$ cat config.mk
export PLATFORM = sky130hd
export DESIGN_NAME = misr_check_sequencer
export DESIGN_NICKNAME = d
export VERILOG_FILES = /design/src/rtl/misr_check_sequencer.sv
export SDC_FILE = /design/constraint.sdc
export NUM_CORES = 1
export LEC_CHECK = 0
export CORE_MARGIN = 2
export CORE_UTILIZATION = 43
export DETAILED_ROUTE_END_ITERATION = 12
export PLACE_DENSITY = 0.79
export SLEW_MARGIN = 15
export SYNTH_ARGS = -nofsm -noshare
export SYNTH_HDL_FRONTEND = slang
export SYNTH_SLANG_ARGS = --single-unit
$ cat constraint.sdc
create_clock -name clk_i -period 2.9 [get_ports clk_i]
set_input_delay 0.58 -clock clk_i [delete_from_list [all_inputs] [get_ports clk_i]]
set_output_delay 0.58 -clock clk_i [all_outputs]
set_load 0.01 [all_outputs]
$ cat src/rtl/misr_check_sequencer.sv
`default_nettype none
// ============================================================================
//  Module   : misr_check_sequencer
//  Purpose  : Autonomous MISR self-check engine. On start it streams a
//             Galois-LFSR word sequence into one MISR register over a
//             req/gnt/rvalid bus, reads the signature back and compares it
//             against a latched golden value.
//  Ports    : clk_i, rst_i (sync, active-high)
//             start_i, misr_sel_i, num_words_i, pattern_seed_i, golden_i
//                - run parameters, latched on an accepted start
//             req_o, we_o, be_o, addr_o, wdata_o  - bus request side
//             gnt_i, rvalid_i, rdata_i            - bus response side
//             busy_o, done_o, pass_o, timeout_o, signature_o - status
//  Revision : 1.0  initial release
// ============================================================================
module misr_check_sequencer #(
   parameter int              NBIT_MISR_DATA         = 32,
   parameter int              NBIT_AXI_WIDTH         = 64,
   parameter longint unsigned MISR_PERIPH_START_ADDR = 64'h0000_0000_0200_0000,
   parameter int              NBIT_CNT               = 16,
   parameter int              TIMEOUT_CYCLES         = 64
) (
   input  logic                        clk_i,
   input  logic                        rst_i,
   input  logic                        start_i,
   input  logic                        misr_sel_i,
   input  logic [NBIT_CNT-1:0]         num_words_i,
   input  logic [31:0]                 pattern_seed_i,
   input  logic [NBIT_MISR_DATA-1:0]   golden_i,
   output logic                        req_o,
   output logic                        we_o,
   output logic [NBIT_AXI_WIDTH/8-1:0] be_o,
   output logic [NBIT_AXI_WIDTH-1:0]   addr_o,
   output logic [NBIT_AXI_WIDTH-1:0]   wdata_o,
   input  logic                        gnt_i,
   input  logic                        rvalid_i,
   input  logic [NBIT_AXI_WIDTH-1:0]   rdata_i,
   output logic                        busy_o,
   output logic                        done_o,
   output logic                        pass_o,
   output logic                        timeout_o,
   output logic [NBIT_MISR_DATA-1:0]   signature_o
);

   localparam int c_nbit_be  = NBIT_AXI_WIDTH / 8;
   localparam int c_nbit_tmo = $clog2(TIMEOUT_CYCLES + 1);
   localparam logic [NBIT_AXI_WIDTH-1:0] c_addr_reg1 = NBIT_AXI_WIDTH'(MISR_PERIPH_START_ADDR);
   localparam logic [NBIT_AXI_WIDTH-1:0] c_addr_reg2 = c_addr_reg1 + NBIT_AXI_WIDTH'(16);
   localparam logic [c_nbit_be-1:0]      c_be_word   = c_nbit_be'(4'hF);
   localparam logic [31:0]               c_lfsr_poly = 32'h8020_0003;
   localparam logic [c_nbit_tmo-1:0]     c_tmo_last  = c_nbit_tmo'(TIMEOUT_CYCLES - 1);

   typedef enum logic [2:0] {
      S_IDLE      = 3'd0,
      S_WRITE     = 3'd1,
      S_READ_REQ  = 3'd2,
      S_READ_WAIT = 3'd3,
      S_DONE      = 3'd4
   } state_t;

   state_t                    r_state;
   state_t                    w_state_nxt;
   logic                      r_sel;
   logic [NBIT_CNT-1:0]       r_num;
   logic [NBIT_CNT-1:0]       r_cnt;
   logic [31:0]               r_lfsr;
   logic [NBIT_MISR_DATA-1:0] r_golden;
   logic [NBIT_MISR_DATA-1:0] r_sig;
   logic                      r_pass;
   logic                      r_timeout;
   logic [c_nbit_tmo-1:0]     r_tmo;

   logic [31:0]               w_lfsr_nxt;
   logic [NBIT_AXI_WIDTH-1:0] w_addr;
   logic                      w_last_word;
   logic                      w_waiting;
   logic                      w_progress;
   logic                      w_abort;
   logic [NBIT_MISR_DATA-1:0] w_rsig;
   logic                      w_unused_rdata;

   assign w_lfsr_nxt     = {1'b0, r_lfsr[31:1]} ^ (r_lfsr[0] ? c_lfsr_poly : 32'h0);
   assign w_addr         = r_sel ? c_addr_reg2 : c_addr_reg1;
   // Only entered with r_num != 0, so r_num-1 never underflows here and the
   // counter never needs to reach 2^NBIT_CNT.
   assign w_last_word    = (r_cnt == r_num - NBIT_CNT'(1));
   assign w_rsig         = rdata_i[NBIT_MISR_DATA-1:0];
   assign w_unused_rdata = ^rdata_i[NBIT_AXI_WIDTH-1:NBIT_MISR_DATA];

   assign busy_o      = (r_state != S_IDLE);
   assign done_o      = (r_state == S_DONE);
   assign pass_o      = r_pass;
   assign timeout_o   = r_timeout;
   assign signature_o = r_sig;

   always_ff @(posedge clk_i) begin
      if (rst_i) begin
         r_state <= S_IDLE;
      end else begin
         r_state <= w_state_nxt;
      end
   end

   always_comb begin
      w_state_nxt = r_state;
      req_o       = 1'b0;
      we_o        = 1'b0;
      be_o        = '0;
      addr_o      = '0;
      wdata_o     = '0;
      w_progress  = 1'b0;
      w_waiting   = 1'b0;
      unique case (r_state)
         S_IDLE: begin
            if (start_i) begin
               w_state_nxt = (num_words_i != '0) ? S_WRITE : S_READ_REQ;
            end
         end
         S_WRITE: begin
            w_waiting = 1'b1;
            req_o     = 1'b1;
            we_o      = 1'b1;
            be_o      = c_be_word;
            addr_o    = w_addr;
            wdata_o   = NBIT_AXI_WIDTH'(r_lfsr);
            if (gnt_i) begin
               w_progress = 1'b1;
               if (w_last_word) begin
                  w_state_nxt = S_READ_REQ;
               end
            end
         end
         S_READ_REQ: begin
            w_waiting = 1'b1;
            req_o     = 1'b1;
            be_o      = c_be_word;
            addr_o    = w_addr;
            if (gnt_i) begin
               w_progress  = 1'b1;
               w_state_nxt = S_READ_WAIT;
            end
         end
         S_READ_WAIT: begin
            w_waiting = 1'b1;
            if (rvalid_i) begin
               w_progress  = 1'b1;
               w_state_nxt = S_DONE;
            end
         end
         S_DONE: begin
            w_state_nxt = S_IDLE;
         end
         default: begin
            w_state_nxt = S_IDLE;
         end
      endcase
      // A grant/rvalid in the final allowed cycle still wins over the abort.
      w_abort = w_waiting && !w_progress && (r_tmo == c_tmo_last);
      if (w_abort) begin
         w_state_nxt = S_DONE;
      end
   end

   always_ff @(posedge clk_i) begin
      if (rst_i) begin
         r_sel     <= 1'b0;
         r_num     <= '0;
         r_cnt     <= '0;
         r_lfsr    <= '0;
         r_golden  <= '0;
         r_sig     <= '0;
         r_pass    <= 1'b0;
         r_timeout <= 1'b0;
         r_tmo     <= '0;
      end else begin
         if ((r_state == S_IDLE) && start_i) begin
            r_sel     <= misr_sel_i;
            r_num     <= num_words_i;
            r_cnt     <= '0;
            r_lfsr    <= (pattern_seed_i == 32'h0) ? 32'h1 : pattern_seed_i;
            r_golden  <= golden_i;
            r_sig     <= '0;
            r_pass    <= 1'b0;
            r_timeout <= 1'b0;
            r_tmo     <= '0;
         end
         // Progress of any kind (and every state change) restarts the wait.
         if (w_waiting) begin
            if (w_progress || w_abort) begin
               r_tmo <= '0;
            end else begin
               r_tmo <= r_tmo + c_nbit_tmo'(1);
            end
         end
         if ((r_state == S_WRITE) && gnt_i) begin
            r_lfsr <= w_lfsr_nxt;
            r_cnt  <= r_cnt + NBIT_CNT'(1);
         end
         if ((r_state == S_READ_WAIT) && rvalid_i) begin
            r_sig  <= w_rsig;
            r_pass <= (w_rsig == r_golden);
         end
         if (w_abort) begin
            r_timeout <= 1'b1;
            r_pass    <= 1'b0;
         end
      end
   end

endmodule
`default_nettype wire

Word-level counts from Yosys, hierarchy flattened --
Index checks and enable logic that the tools add are counted.
Storage, ports and cells: register bits after elaboration 141, bits in latches 0, RAM bits 0, bits in read-only memories 0, output and inout bits 174, logic and storage cells 84, memories 0
Operators by class: add/sub/neg operators 3, multiply operators 0, div/mod/pow operators 0, $lt $le $gt $ge 0, equal/unequal tests 17, shift-type cells 0, mux-type cells 32, bitwise logic cells 1, reductions and logical operators 20
Operators by type and width (count):
- two-way mux 32 bit | 7
- == test 32 bit | 1
- zero test 32 bit | 1
- two-way mux 16 bit | 2
- bitwise XOR 31 x 32 -> 32 bit | 1
- two-way mux 26 bit | 1
- two-way mux 7 bit | 3
- two-way mux 3 bit | 6
- adder 16 x 1 -> 16 bit (second input constant) | 1
- == test 16 bit | 1
- nonzero test 16 bit | 1
- subtractor 16 x 1 -> 16 bit (second input constant) | 1
- inequality test 3 bit (second input constant) | 5
- one-hot mux 3 bit (4 select lines) | 1
- inequality test 2 bit (second input constant) | 5
- AND reduction 5 bit | 2
- two-way mux 1 bit | 8
- nonzero test 2 bit | 4
- adder 7 x 1 -> 7 bit (second input constant) | 1
- == test 7 x 6 -> 1 bit (second input constant) | 1
- == test 3 x 2 -> 1 bit (second input constant) | 2
- logical AND 1 bit | 5
- two-way mux 5 bit | 1
- two-way mux 4 bit | 1
- 10 further kinds | 11

Logic depth before layout (Yosys ltp) --
word-level depth 9, depth in mapped cells 9, depth with buffers taken out 8

Worst setup path after synthesis --
No wires, ideal clock.
path kind register to register, from register r_num[2], to register r_state[0], data arrival time 2.156 ns, path slack 0.623 ns, cell stages (with the launch flop) 9, buffers on the path 2, clock period less this slack 2.277 ns, path through dfxtp_1 > buf_6 > or4_4 > buf_6 > or4_4 > xnor2_2 > a211oi_1 > and4_1 > o22ai_1
Between the ends: word-level cells in the longest chain between the ends 4
RTL lines:
- from (decl) | RTL line 64 | logic [NBIT_CNT-1:0] r_num;
- from (signal assigned) | RTL line 178 | r_num <= num_words_i;
- subtractor 16 x 1 -> 16 bit | RTL line 86 | assign w_last_word = (r_cnt == r_num - NBIT_CNT'(1));
- == test 16 bit | RTL line 86
- inequality test 2 bit (no source line)
- AND reduction 5 bit (no source line)
- to (signal assigned) | RTL line 100 | r_state <= w_state_nxt;
- to (decl) | RTL line 61 | state_t r_state;
Every way passes these cells. A chain may end at the register's enable or synchronous reset.

Worst setup path after layout --
from register r_state[1], to output we_o
Between the ends: word-level cells in the longest chain between the ends 2
RTL lines:
- == test 3 x 1 -> 1 bit | RTL line 113 | unique case (r_state)
- two-way mux 1 bit | RTL line 113
- to (decl) | RTL line 31 | output logic we_o,
Every way passes these cells.

==> results_dict.tcl <==
set metrics [dict create \
    grt_max_degree 74 \
    rows 47 \
    cp.arrival_ns 2.15 \
    p_sw_mw 2.381 \
    critPathMaxStageDelay_ns 0.55 \
    initial_core_util_pct 44.37 \
    gp_congestion 0.8751 \
    finalCriticalPeriod_ns 2.726 \
    setup-tns-final_ns 0 \
    drc 0 \
    yosys.area.top_type "dfxtp_1" \
    critPathBufInv 2 \
    fin_cells 1340 \
    finalPower_mw 7.087 \
    nNetsFinal 1262 \
    fin_ws_ns 0.1742 \
    yosys_warnings 0 \
    finalWirelength_mm 21.14 \
    synth.top_cells.by_area "dfxtp_1, buf_4, nand2_1, nor2_1, xnor2_1" \
    vdd_ir_drop_max_mv 0.4941 \
    hp-start "rst_i" \
    finalCritPeriodShare_pct 93.99 \
    hold_class "in -> reg" \
    routedWlPerCell_microns 15.78 \
    worstSetupPathType "reg -> out" \
    via_count 7089 \
    critical_path.startpoint_type "register" \
    drive_gt1_share_pct 5.982 \
    grt.total_usage_pct 22.51 \
    synth-async-reset-ratio_pct 0 \
    status "finished clean" \
    synth_flop_cell "dfxtp_1" \
    rr_startpoint "r_num[2]" \
    synth_top_family_by_area "simple AND/OR/NAND/NOR gates" \
    clkLatencyLatePin_ns 0.42 \
    cp_top_family "buffers and inverters" \
    grt_pass1_vias 6387 \
    synthMuxAreaShare_pct 0.7261 \
    htree_levels 4 \
    synth_xor_area_share_pct 6.602 \
    syn_to_final_growth_pct 31.70 \
    detail-route-antenna-nets 0 \
    synth_compound_area_share_pct 14.88 \
    maxCapViolCount 0 \
    end_kind "primary output" \
    n_antenna_cell 0 \
    power_frac_seq_pct 35.2 \
    die_area_sq_um 18300 \
    whs_ns 0.4318 \
    grt_setup_unrepaired "no" \
    pwr-share-comb_pct 31.9 \
    cts_tree "yes" \
    synth_cell_types 53 \
    dp.cells 1310 \
    postSynthCellCount 945 \
    power.density_nw_per_um2 726.2 \
    reg2reg_depth 6 \
    tightest_slew_ns 0.5903 \
    layout.filler_cells 1521 \
    leakage_nw 3.782 \
    synth_top_area_share_pct 38.10 \
    numCtsBuffers 17 \
    drv_slew 0 \
    rrSetupSlack_ns 0.52 \
    grt_antenna_before_repair 0 \
    die_h_microns 135.3 \
    grt_pass1_wl_mm 32.65 \
    worstPathMaxFanout 33 \
    setup_viol_count_final 0 \
    synth_edf_count 0 \
    drt-vias-per-instance 5.290 \
    yosysMostFrequentCell "dfxtp_1" \
    io_buffer_count 193 \
    synth_area_per_cell_sq_um 7.841 \
    dieWidth_microns 135.3 \
    placed_area_sq_um 9134 \
    clock-sinks 141 \
    sw_frac_of_total_pct 33.60 \
    root_buffer "clkbuf_16" \
    path_clk_slew_ns 0.06 \
    design_area_sq_um 9758 \
    synth-simple-area-share_pct 25.01 \
    clk_path_buf_depth 2 \
    required_ns 2.32 \
    fin_util_pct 58.43 \
    pre_cts_ws_ns 0.2857 \
    core_area_sq_um 16700 \
    synthTopCellsByCount "dfxtp_1, nand2_1, buf_4, nor2_1, a21oi_1" \
    p_int_mw 4.705 \
    crit_slowest_cell "clkdlybuf4s50_1" \
    grt_overflow 0 \
    worstHoldPathCells 2 \
    synth_area_sq_um 7410 \
    dp_hpwl_mm 14.97 \
    drtIter0Drc 452 \
    min_to "r_state[2]" \
    cts_setup_buffers 0 \
    ys_seq_elements 141 \
    clkPwrFrac_pct 32.9 \
    skew_ns 0.006202 \
    r2r_end "r_state[0]" \
    synthAdderAreaFrac_pct 0.5066 \
    dr.pass1.iters 5 \
    clock.fmax_mhz 366.9 \
    ys_seq_area_share_pct 38.10 \
    hold_viol 0 \
    maxSlewHeadroom_pct 60.29 \
    cp_cell_sequence "nor2_1, buf_4, and2_1, clkdlybuf4s50_1" \
    pin_count 324 \
]
## layout by cell type (no fill, tap or decap), types with 3 or more instances in the layout
cell | synthesis | layout
a21oi_1 | 68 | 68
a22oi_1 | 39 | 39
a311oi_1 | 11 | 11
a31oi_1 | 5 | 5
and2_1 | 4 | 3
and3_1 | 34 | 34
buf_4 | 103 | 20
bufinv_16 | 0 | 4
clkbuf_16 | 0 | 17
clkdlybuf4s50_1 | 0 | 192
conb_1 | 1 | 98
dfxtp_1 | 141 | 141
ha_1 | 3 | 3
inv_1 | 7 | 7
mux2_2 | 3 | 3
nand2_1 | 140 | 139
nand2b_1 | 6 | 6
nand3_1 | 15 | 15
nand4_1 | 18 | 18
nor2_1 | 94 | 91
nor2_2 | 0 | 3
nor3_1 | 37 | 37
nor3b_1 | 3 | 3
nor4_1 | 17 | 17
o211ai_1 | 3 | 3
o21ai_0 | 14 | 14
o22ai_1 | 21 | 21
or2_2 | 4 | 4
or3_1 | 5 | 5
or4_1 | 4 | 4
xnor2_1 | 40 | 40
xor2_1 | 14 | 14
## power by group through the flow
stage / logic (mW) / clock network, mW / registers [mW]
after CTS: 2.25 / 2.35 / 2.49
after global routing: 2.48 / 2.44 / 2.53
after global placement: 2.20 / 0 / 2.51
after detailed placement: 2.23 / 0 / 2.52
final: 2.26 / 2.33 / 2.49
after floorplan: 1.59 / 0 / 2.43
## registers in the layout, indices dropped and copies added, names as in the netlist, 3 cells and up
register,flops
r_state,3
r_lfsr,32
r_num,16
signature_o,32
r_cnt,16
r_golden,32
r_tmo,7
## worst max-delay path by stage
stage               startpoint           to  slack [ns]  depth (start not counted)
finish              r_state[1]         we_o        0.17                          4
global route        r_state[0]  wdata_o[13]        0.08                          3
CTS                 r_state[0]    addr_o[4]        0.05                          4
detailed placement    rvalid_i   r_state[0]        0.29                          7
global placement      rvalid_i   r_state[0]        0.35                          7
floorplan             r_num[2]   r_state[0]        0.62                          8
## cell families after synthesis
kind of cell | after synthesis
XOR/XNOR | 55
AO/OA/AOI/OAI | 175
adder cells (fa/ha/maj) | 3
multiplexers | 5
AND/OR/NAND/NOR | 393
flip-flops | 141
other | 1
buffers and inverters | 172
## layout make-up
class,instances,area [sq um],area share (%)
Multi-Input combinational cell,729,3920,40.17
Sequential cell,141,2823,28.93
Timing Repair Buffer,213,2092,21.44
Clock buffer,21,460.4,4.719
Tap cell,220,275.3,2.821
Clock inverter,9,161.4,1.654
Inverter,7,26.28,0.2693
## timing repair
action,4_1_cts,5_1_grt
resized for setup,0,1
endpoints found under the setup margin,0,1
hold buffers,0,0
## per-layer routing
layer	global-route usage [%]	up-vias	routed length, microns
met1	28.53	3339	8759
met5	0	-	0
met3	6.248	39	1594
met2	36.58	309	10180
met4	8.507	0	612
li1	-	3402	-
No activity file was read; power rests on OpenSTA's default activity.
